## src/rtl/mu0_pkg.sv

```systemverilog
// Shared widths, opcode and state encodings, and instruction field helpers for the MU0 CPU.
package mu0_pkg;

   localparam int DATA_W = 16;
   localparam int ADDR_W = 12;

   typedef enum logic [3:0] {
      OP_LDA = 4'd0,
      OP_STA = 4'd1,
      OP_ADD = 4'd2,
      OP_SUB = 4'd3,
      OP_JMP = 4'd4,
      OP_JGE = 4'd5,
      OP_JNE = 4'd6,
      OP_STP = 4'd7
   } opcode_e;

   typedef enum logic [1:0] {
      ST_FETCH,
      ST_EXEC,
      ST_MEMWAIT,
      ST_HALTED
   } state_e;

   function automatic logic [3:0] opcode_of(input logic [DATA_W-1:0] instr);
      return instr[DATA_W-1:DATA_W-4];
   endfunction

   function automatic logic [ADDR_W-1:0] operand_of(input logic [DATA_W-1:0] instr);
      return instr[ADDR_W-1:0];
   endfunction

endpackage

```

## src/rtl/mu0_alu.sv

```systemverilog
// Accumulator update for the memory-operand instructions; other opcodes leave ACC unchanged.
module mu0_alu
   import mu0_pkg::*;
(
   input  logic [3:0]        op,
   input  logic [DATA_W-1:0] acc,
   input  logic [DATA_W-1:0] mem_data,
   output logic [DATA_W-1:0] acc_next
);

   always_comb begin
      acc_next = acc;
      case (op)
         OP_LDA:  acc_next = mem_data;
         OP_ADD:  acc_next = acc + mem_data;
         OP_SUB:  acc_next = acc - mem_data;
         default: acc_next = acc;
      endcase
   end

endmodule

```

## src/rtl/cpu_mu0_delay1pl.sv

```systemverilog
// Multi-cycle MU0 accumulator CPU for a dual-port RAM with one-cycle registered reads.
module cpu_mu0_delay1pl
   import mu0_pkg::*;
(
   input  logic              clk,
   input  logic              rst,
   output logic              running,
   output logic [ADDR_W-1:0] address,
   output logic [ADDR_W-1:0] address2,
   output logic              write,
   output logic              read,
   output logic [DATA_W-1:0] writedata,
   input  logic [DATA_W-1:0] readdata,
   input  logic [DATA_W-1:0] readdata2
);

   state_e            state_q, state_d;
   logic [ADDR_W-1:0] pc_q, pc_d;
   logic [DATA_W-1:0] acc_q, acc_d;
   // Only the opcode of IR is needed after EXEC; the operand is consumed in that cycle.
   logic [3:0]        ir_op_q, ir_op_d;

   logic [3:0]        exec_op;
   logic [ADDR_W-1:0] exec_operand;
   logic [ADDR_W-1:0] pc_inc;
   logic [DATA_W-1:0] alu_result;

   mu0_alu u_alu (
      .op       (ir_op_q),
      .acc      (acc_q),
      .mem_data (readdata),
      .acc_next (alu_result)
   );

   always_ff @(posedge clk or negedge rst) begin
      if (!rst) begin
         state_q <= ST_FETCH;
         pc_q    <= '0;
         acc_q   <= '0;
         ir_op_q <= '0;
      end else begin
         state_q <= state_d;
         pc_q    <= pc_d;
         acc_q   <= acc_d;
         ir_op_q <= ir_op_d;
      end
   end

   // EXEC decodes straight from the fetch port so the data access can start in the same cycle.
   always_comb begin
      state_d      = state_q;
      pc_d         = pc_q;
      acc_d        = acc_q;
      ir_op_d      = ir_op_q;
      address      = '0;
      read         = 1'b0;
      write        = 1'b0;
      exec_op      = opcode_of(readdata2);
      exec_operand = operand_of(readdata2);
      pc_inc       = pc_q + 12'd1;

      case (state_q)
         ST_FETCH: state_d = ST_EXEC;

         ST_EXEC: begin
            ir_op_d = exec_op;
            case (opcode_e'(exec_op))
               OP_LDA, OP_ADD, OP_SUB: begin
                  address = exec_operand;
                  read    = 1'b1;
                  state_d = ST_MEMWAIT;
               end
               OP_STA: begin
                  address = exec_operand;
                  write   = 1'b1;
                  pc_d    = pc_inc;
                  state_d = ST_FETCH;
               end
               OP_JMP: begin
                  pc_d    = exec_operand;
                  state_d = ST_FETCH;
               end
               OP_JGE: begin
                  pc_d    = acc_q[DATA_W-1] ? pc_inc : exec_operand;
                  state_d = ST_FETCH;
               end
               OP_JNE: begin
                  pc_d    = (acc_q != '0) ? exec_operand : pc_inc;
                  state_d = ST_FETCH;
               end
               default: state_d = ST_HALTED;
            endcase
         end

         ST_MEMWAIT: begin
            acc_d   = alu_result;
            pc_d    = pc_inc;
            state_d = ST_FETCH;
         end

         ST_HALTED: state_d = ST_HALTED;

         default: state_d = ST_FETCH;
      endcase
   end

   assign running   = (state_q != ST_HALTED);
   assign address2  = pc_q;
   assign writedata = acc_q;

endmodule

```

## config.mk

```make
export PLATFORM = sky130hd
export DESIGN_NAME = cpu_mu0_delay1pl
export DESIGN_NICKNAME = d
export VERILOG_FILES = /design/src/rtl/mu0_pkg.sv /design/src/rtl/mu0_alu.sv /design/src/rtl/cpu_mu0_delay1pl.sv
export SDC_FILE = /design/constraint.sdc
export NUM_CORES = 1
export LEC_CHECK = 0
export CAP_MARGIN = 40
export CELL_PAD_IN_SITES_DETAIL_PLACEMENT = 1
export CELL_PAD_IN_SITES_GLOBAL_PLACEMENT = 2
export CORE_MARGIN = 2
export CORE_UTILIZATION = 30
export DETAILED_ROUTE_END_ITERATION = 8
export GPL_ROUTABILITY_DRIVEN = 0
export PLACE_DENSITY = 0.87
export SYNTH_ARGS = -nofsm -noshare
export SYNTH_HDL_FRONTEND = slang
export SYNTH_SLANG_ARGS = --single-unit
export TNS_END_PERCENT = 50
```

## constraint.sdc

```tcl
create_clock -name clk -period 9.65 [get_ports clk]
set_input_delay 1.93 -clock clk [delete_from_list [all_inputs] [get_ports clk]]
set_output_delay 1.93 -clock clk [all_outputs]
set_load 0.005 [all_outputs]
```

## After elaboration in Yosys (flattened, before gate mapping)

Index checks and enable logic that the tools add are counted.

| storage, ports and cells | value |
|---|---|
| memories kept | 0 |
| memory bits (read-only) | 0 |
| register bits after elaboration | 34 |
| bits in writable memories | 0 |
| latch bits | 0 |
| bits of input ports | 34 |

| operators by class | value |
|---|---|
| shifts and indexed selects | 0 |
| reduce and logical (&&, ||, !) cells | 11 |
| mux-type cells | 13 |
| $lt $le $gt $ge | 0 |
| eq/ne operators | 13 |
| bitwise operators | 0 |
| add/sub/neg operators | 3 |
| divide/modulo/power cells | 0 |
| multipliers | 0 |

Operators by type and width:

| operator | number |
|---|---|
| $mux W12 | 4 |
| $pmux W12 S4 | 1 |
| $pmux W16 S3 | 1 |
| $pmux W12 S2 | 1 |
| $add A16 B16 Y16 | 1 |
| $eq A4 B2 Y1 const B | 4 |
| $reduce_bool A16 Y1 | 1 |
| $sub A16 B16 Y16 | 1 |
| $add A12 B1 Y12 const B | 1 |
| $eq A4 B3 Y1 const B | 3 |
| $logic_not A4 Y1 | 2 |
| $pmux W2 S4 | 1 |
| $reduce_or A4 Y1 | 2 |
| $ne A5 B5 Y1 const B | 1 |
| $eq A2 B2 Y1 const B | 2 |
| $eq A4 B1 Y1 const B | 1 |
| $mux W1 | 4 |
| $pmux W2 S2 | 1 |
| $reduce_and A2 Y1 | 2 |
| $reduce_bool A3 Y1 | 1 |
| $reduce_or A3 Y1 | 1 |
| $eq A2 B1 Y1 const B | 1 |
| $logic_not A2 Y1 | 1 |
| $ne A2 B2 Y1 const B | 1 |
| $reduce_bool A2 Y1 | 1 |

## Depth between registers and ports, before layout

Gate-level depths: netlist (run 1).

| depth | value |
|---|---|
| depth after elaboration | 4 |
| gate-level depth with buffers | 14 |
| depth with buffers taken out | 14 |

## Modules after synthesis

Synthesis (run 1) repeated with hierarchy kept, for this count alone.

| unflattened totals | value |
|---|---|
| cell total of the unflattened synthesis | 360 |
| area total of the unflattened synthesis | 3148.0 µm² |

Modules (own cells, without submodules):

| module | seq. area each (µm²) | cells an instance | instances | area each (µm²) |
|---|---|---|---|---|
| cpu_mu0_delay1pl | 850.8 | 166 | 1 | 1784.2 |
| mu0_alu | 0.0 | 194 | 1 | 1363.8 |

## Worst setup path after synthesis (run 1)

OpenSTA, ideal clock, no wires.

| path | value |
|---|---|
| path kind | input -> register |
| start | input readdata[5] |
| end | register acc_q[15], in the netlist writedata[15] |
| data arrival time | 4.485 ns |
| path buffers | 0 |
| library setup time | 0.066 ns |
| stages on the path | 12 |
| path slack | 5.099 ns |
| cell sequence | nor4_2 > nand2_1 > o41ai_1 > xor2_1 > ha_1 > a211oi_1 > o21ai_0 > or2_2 > o21ai_0 > o41a_1 > nor2_1 > nand2_1 |

| between the ends | value |
|---|---|
| word-level cells in the longest chain between the ends | 2 |
| elaborated cells between the ends (all ways) | 3 |

Ends and longest elaborated chain:

| what | RTL line | text |
|---|---|---|
| start, declared | cpu_mu0_delay1pl.sv:13 | `input logic [DATA_W-1:0] readdata,` |
| $sub A16 B16 Y16 / $add A16 B16 Y16 (equally long branches) | mu0_alu.sv:16, mu0_alu.sv:15 |  |
| $pmux W16 S3 (*) | mu0_alu.sv:13 | `case (op)` |
| end signal, assigned | cpu_mu0_delay1pl.sv:39 | `acc_q <= '0;` |
| end signal, assigned | cpu_mu0_delay1pl.sv:44 | `acc_q <= acc_d;` |
| end, declared | cpu_mu0_delay1pl.sv:19 | `logic [DATA_W-1:0] acc_q, acc_d;` |

Every way passes the cells marked *; elsewhere a longest branch is shown, timed or not.
A chain may end at the register's enable or synchronous reset.

## Final worst setup path (run 1)

| path | value |
|---|---|
| start | input readdata2[14] |
| end | output read |

| between the ends | value |
|---|---|
| word-level cells in the longest chain between the ends | 4 |
| elaborated cells between the ends (all ways) | 6 |

Ends and longest elaborated chain:

| what | RTL line | text |
|---|---|---|
| start, declared | cpu_mu0_delay1pl.sv:14 | `input logic [DATA_W-1:0] readdata2` |
| $eq A4 B2 Y1 / $logic_not A4 Y1 (equally long branches) | cpu_mu0_delay1pl.sv:67 | `case (opcode_e'(exec_op))` |
| $reduce_or A3 Y1 (*) | n/a |  |
| $mux W1 (*) | cpu_mu0_delay1pl.sv:67 |  |
| $mux W1 (*) | cpu_mu0_delay1pl.sv:62 | `case (state_q)` |
| end, declared | cpu_mu0_delay1pl.sv:11 | `output logic read,` |

Marked as above.

==> metrics.txt, run 1 <==
run status finished clean; Avg Cell Area, Syn around 7.9 um2; CTS Buffer Depth 2; Post-CTS Resized 0; Die Span Y roughly 100 um; cell mode on critical path clkdlybuf4s50_1; Clock Tree Root clkbuf_8; Worst-Margin Slew 0.7354 ns; Synth warnings 0; FF-to-FF Start ir_op_q[2]$_DFFE_PN0P_; #FFs+latches synth 34; minimum clock period about 5.5 ns; I/O pin cnt a little under 80; Post-synth ARST share 1.000; share of post-route cells with drive strength above 1 0.05934; max_cap viols 0; r2r setup slk 5.88 ns; vias per inst between 5 and 6; clk slew on worst S/H paths 0.07 ns; Most used DFF post-synth dfrtp_1; diode count 0; initial antenna violation count 0; Mapped Cells around 380; die footprint roughly 0.011 mm2; dpl ws slightly above 4 ns; Routed WL between 10000 and 15000 um; PwrDens 298.7 mW/mm2; Yosys top cell by area dfrtp_1; Final HPWL DP 7859 um; Slowest Stage Delay on Critical Path approximately 0.53 ns; RSZ-0062 raised after global routing no; Hold Vio Cnt, Final 0; Crit path buffers/inverters 3; via count approximately 3.2k; slew margin rel. 0.5085; Post-synth EDFFs 0; first-pass iteration count of the detailed router 4; Final Skew roughly 0.0058 ns; Port Buf Inserts 76; commonest non-fill, non-tap cell in the layout clkdlybuf4s50_1; post-synthesis sequential area ratio 0.2860; DRC Markers 0; Fmax achieved ~0.18 GHz; post-synth cell types 54; RR Endpoint writedata[14]$_DFFE_PN0P_; CP Launch Point readdata2[14]; Cell Area, Synth slightly below 0.003 mm2; instance count on the critical path 5; data required time of the critical path around 7.7 ns; pins over their slew limit 0; Finished Layout Cells about 590; clk_lat worst skew between 0.2 and 0.3 ns; Final nets between 500 and 600; Final Core Density 0.4149; row count 36; Syn Nets 431; crit-path cells clkdlybuf4s50_1 > nor3_1 > buf_4 > a21boi_0 > clkdlybuf4s50_1; WL per Instance about 17 um; worst hold-check path type flop to flop; WP data arrival roughly 3.6 ns; Crit Path Max Fanout 14; CTS buffer count 5; area delta synth->final 35.03%; Setup CP Type primary input to output port; first-pass GRT wire length 17010 um; final setup margin around 4.1 ns; DRT antenna net count 0; CTS tree built; setup TNS 0 ns; largest net degree at the start of global routing 30; leak pwr around 1.6 nW; CP Capture Type output port; core area between 0.009 and 0.01 mm2; share of the synthesized area in the top cell type 0.2860; startpoint types primary input; htree depth 2; CTS Sinks 34; initial DRC count roughly 130; final setup vio count 0; placed insts 581; hold_buf cts 0; Die W approximately 100 um; GRT Total Usage 0.1923; grt total ovfl 0; critical path's top delay family buffers and inverters; number of global-route vias before repair 3234; most frequent cells in the layout clkdlybuf4s50_1 (75), a21oi_1 (39), dfrtp_1 (34); Post-CTS Setup Inserts 0; CP max-delay cell clkdlybuf4s50_1; fin crit share 0.5704; top post-synthesis cells by area dfrtp_1 (29%), ha_1 (7.1%), a21oi_1 (6.6%), o21ai_0 (5.2%), nand2_1 (4.2%); Worst R2R Path Depth 12; Initial Util 0.3072; end point of the critical path read; Max rail drop VDD just over 80 uV
worst min-delay path: cells and delay by family, from the launching register on:
kind | cells | cell delay [ns]
flops | 1 | 0.39
compound gates | 1 | 0.07
simple gates | 1 | 0.06
logic make-up after synthesis:
family                   share of synthesized area
flip-flops                                  0.2860
XOR/XNOR                                   0.06771
AO/OA/AOI/OAI                               0.2502
adder cells (fa/ha/maj)                    0.07822
buffers and inverters                      0.03616
AND/OR/NAND/NOR                             0.2506
multiplexers                               0.03112
metrics by stage:
stage | instance area [um2] | hold WS [ns] | power, mW
global route | 4018 | 0.5999 | 1.309
detailed placement | 3939 | 0.5217 | 1.090
floorplan | 2975 | 0.4837 | 0.7778
global placement | 3885 | 0.5174 | 1.063
CTS | 4018 | 0.5408 | 1.204
finish | 4018 | 0.5527 | 1.200
power breakdown:
part	total, mW	internal [mW]	switching [mW]
sequential	0.309	0.213	0.0957
combinational	0.785	0.382	0.403
clock	0.106	0.0485	0.0573
total	1.20	0.644	0.556
flip-flops by register name (all words and copies together), names as in the netlist:
signal	count
state_q	2
ir_op_q	4
writedata	16
address2	12
worst min-delay path by stage:
| stage | from | endpoint | slack [ns] | cells after the start |
|---|---|---|---|---|
| 6_report | ir_op_q[1]$_DFFE_PN0P_ | ir_op_q[1]$_DFFE_PN0P_ | 0.55 | 2 |
| 5_1_grt | address2[11]$_DFFE_PN0P_ | address2[11]$_DFFE_PN0P_ | 0.60 | 2 |
| 4_1_cts | ir_op_q[1]$_DFFE_PN0P_ | ir_op_q[1]$_DFFE_PN0P_ | 0.54 | 2 |
| 3_5_place_dp | ir_op_q[1]$_DFFE_PN0P_ | ir_op_q[1]$_DFFE_PN0P_ | 0.52 | 2 |
| 3_3_place_gp | ir_op_q[1]$_DFFE_PN0P_ | ir_op_q[1]$_DFFE_PN0P_ | 0.52 | 2 |
| 2_1_floorplan | ir_op_q[1]$_DFFE_PN0P_ | ir_op_q[1]$_DFFE_PN0P_ | 0.48 | 2 |
area by class of cell:
cell class                 instances  area (um2)
tap                              133       166.4
inverter                          14       52.55
timing repair buffer              83       839.6
clock buffer                       5       68.82
multi-input combinational        317        2029
fill                            1172        5667
clock inverter                     2       10.01
sequential                        34       850.8
cells in the mapped netlist, drive strengths merged (3+ instances only):
library cell,instances
a31oi,6
nor2,33
and3,11
clkbuf,11
a21oi,39
inv,14
nand2b,3
o211ai,3
nand2,33
or2,3
and2,13
a311oi,4
xor2,9
mux2i,7
nand3,16
a211oi,3
nor3,12
xnor2,14
o21ai,33
dfrtp,34
o22ai,5
a21o,5
nor4,7
o21a,7
nor2b,4
ha,17
buf,3
metal layers:
layer | wire length (um) | global-route usage | vias up
met1 | 5043 | 0.2744 | 1590
met5 | 0 | 0 | -
met2 | 4796 | 0.3108 | 53
li1 | - | - | 1539
met3 | 238 | 0.02580 | 11
met4 | 139 | 0.04247 | 0
(Power assumes the default switching activity.)
==> inputs of run 2 (changes only) <==
--- a/config.mk
+++ b/config.mk
@@ -9,10 +9,10 @@
 export CELL_PAD_IN_SITES_DETAIL_PLACEMENT = 1
 export CELL_PAD_IN_SITES_GLOBAL_PLACEMENT = 2
 export CORE_MARGIN = 2
-export CORE_UTILIZATION = 30
+export CORE_UTILIZATION = 25
 export DETAILED_ROUTE_END_ITERATION = 8
 export GPL_ROUTABILITY_DRIVEN = 0
-export PLACE_DENSITY = 0.87
+export PLACE_DENSITY = 0.77
 export SYNTH_ARGS = -nofsm -noshare
 export SYNTH_HDL_FRONTEND = slang
 export SYNTH_SLANG_ARGS = --single-unit
==> constraint.sdc (replaced) <==
create_clock -name clk -period 4.55 [get_ports clk]
set_input_delay 0.91 -clock clk [delete_from_list [all_inputs] [get_ports clk]]
set_output_delay 0.91 -clock clk [all_outputs]
set_load 0.005 [all_outputs]
==> run 2 against run 1 <==
  * The run now ends with design-rule violations left
  * Worst setup slack got worse by 3.6 ns
  * Wire length up 2.6%
  * Clock skew decreased by 0.0022 ns
  * Critical path type is now primary input to flop
  * Largest cell class unchanged
==> metrics.txt, run 2 (same netlist as run 1, synthesis figures left out) <==
minimum clock period approximately 4 ns; via count 3164; Finished Layout Cells around 600; crit-path cells clkdlybuf4s50_1 > nor4_2 > nand2_1 > o41ai_1 > xor2_1 > ha_1 > a211oi_1 > o21ai_0 > or2_2 > o21ai_0 > o41a_1 > nor2_1 > nand2_1; final setup vio count 0; startpoint types primary input; setup TNS 0 ns; diode count 0; hold_buf cts 0; Post-CTS Resized 0; initial DRC count about 110; Die W roughly 110 um; clk_lat worst skew around 0.28 ns; Crit Path Max Fanout 7; fin crit share 0.8816; WL per Instance roughly 17 um; Initial Util 0.2584; grt total ovfl 0; DRT antenna net count 0; area delta synth->final 36.96%; share of post-route cells with drive strength above 1 0.06140; PwrDens ~650 mW/mm2; most frequent cells in the layout clkdlybuf4s50_1 (75), a21oi_1 (39), dfrtp_1 (34); placed insts between 500 and 600; post-route cell area around 0.004 mm2; failing checks design-rule violations; Final nets ~510; largest net degree at the start of global routing 30; Post-CTS Setup Inserts 0; storage element area 850.8 um2; placed instance area 0.003940 mm2; first-pass GRT wire length around 17000 um; GRT Total Usage 0.1692; Final Core Density 0.3539; clk slew on worst S/H paths roughly 0.060 ns; Final Skew approximately 0.0037 ns; CTS buffer count 5; commonest non-fill, non-tap cell in the layout clkdlybuf4s50_1; Worst-Margin Slew 0.7101 ns; DRC Markers 2; first-pass iteration count of the detailed router 6; Slowest Stage Delay on Critical Path 0.53 ns; Largest register FFs 16; CP Capture Type flop; data required time of the critical path between 4 and 5 ns; CP max-delay cell clkdlybuf4s50_1; fillers between 1k and 1.5k; run status complete, but fails checks; die footprint between 0.01 and 0.015 mm2; htree depth 2; footprint of the multi-input gates around 0.0020 mm2; RSZ-0062 raised after global routing no; pins over their slew limit 0; Die Span Y around 110 um; Max rail drop VDD between 200 and 250 uV; Fmax achieved ~0.25 GHz; Routed WL approximately 10000 um; Setup CP Type primary input to flop; slew margin rel. 0.5255; number of global-route vias before repair 3315; CTS tree built; Port Buf Inserts 76; WP data arrival approximately 4.2 ns; CTS Sinks 34; max_cap viols 0; Hold Vio Cnt, Final 0; Clock Tree Root clkbuf_16; leak pwr 1.658 nW; worst hold-check path type primary input to async pin; initial antenna violation count 0; row count 39; core area roughly 0.012 mm2; Final HPWL DP approximately 8000 um; CTS Buffer Depth 2; I/O pin cnt 77; vias per inst around 5.3
run 2: cell count changes in the layout (fill, tap and decap cells not counted):
cell / change
buf_16: -1
buf_6: -1
buf_4: +3
buf_12: +1
clkbuf_8: -5
buf_8: -1
clkbuf_16: +5
run 2: worst max-delay path: cells and delay by family:
kind	cells	cell delay (ns)
buffers and inverters	1	0.53
AO/OA/AOI/OAI	5	1.44
AND/OR/NAND/NOR	5	0.83
XOR/XNOR	1	0.13
adder cells (fa/ha/maj)	1	0.39
run 2: layout make-up:
| type | instances | area share |
|---|---|---|
| Clock buffer | 5 | 0.03070 |
| Clock inverter | 2 | 0.002456 |
| Inverter | 14 | 0.01290 |
| Multi-Input combinational cell | 317 | 0.4980 |
| Sequential cell | 34 | 0.2088 |
| Tap cell | 143 | 0.04391 |
| Timing Repair Buffer | 84 | 0.2033 |
run 2: where the power goes:
group / internal (mW) / switching, mW
logic: 0.805 / 0.858
registers: 0.453 / 0.196
clock network: 0.198 / 0.139
run 2: final timing paths:
| check | startpoint | end | slack (ns) | depth (start not counted) |
|---|---|---|---|---|
| max in group asynchronous | rst | writedata[2]$_DFFE_PN0P_ | 3.56 | 2 |
| worst max register to register | ir_op_q[2]$_DFFE_PN0P_ | writedata[14]$_DFFE_PN0P_ | 1.05 | 11 |
| worst min register to register | ir_op_q[1]$_DFFE_PN0P_ | ir_op_q[1]$_DFFE_PN0P_ | 0.54 | 2 |
| min in group clk | ir_op_q[1]$_DFFE_PN0P_ | ir_op_q[1]$_DFFE_PN0P_ | 0.54 | 2 |
| worst max-delay path | readdata[2] | writedata[15]$_DFFE_PN0P_ | 0.54 | 13 |
| worst min-delay path | rst | writedata[13]$_DFFE_PN0P_ | 0.54 | 1 |
run 2: layer usage:
metal | vias up | GRT usage | share of wire | wire length (um)
met5 | - | 0 | 0 | 0
met2 | 42 | 0.2802 | 0.48 | 5039
met3 | 6 | 0.02571 | 0.028 | 298
li1 | 1543 | - | - | -
met1 | 1573 | 0.2363 | 0.48 | 5049
met4 | 0 | 0.03171 | 0.0088 | 92
run 2: through the flow:
step | power [mW] | setup slack (ns) | hold WS [ns]
after floorplan | 1.650 | 1.019 | 0.4837
after global placement | 2.287 | 0.3951 | 0.5149
after detailed placement | 2.315 | 0.2395 | 0.5229
after CTS | 2.679 | 0.5308 | 0.5394
after global routing | 2.906 | 0.2186 | 0.5626
final | 2.648 | 0.5385 | 0.5367
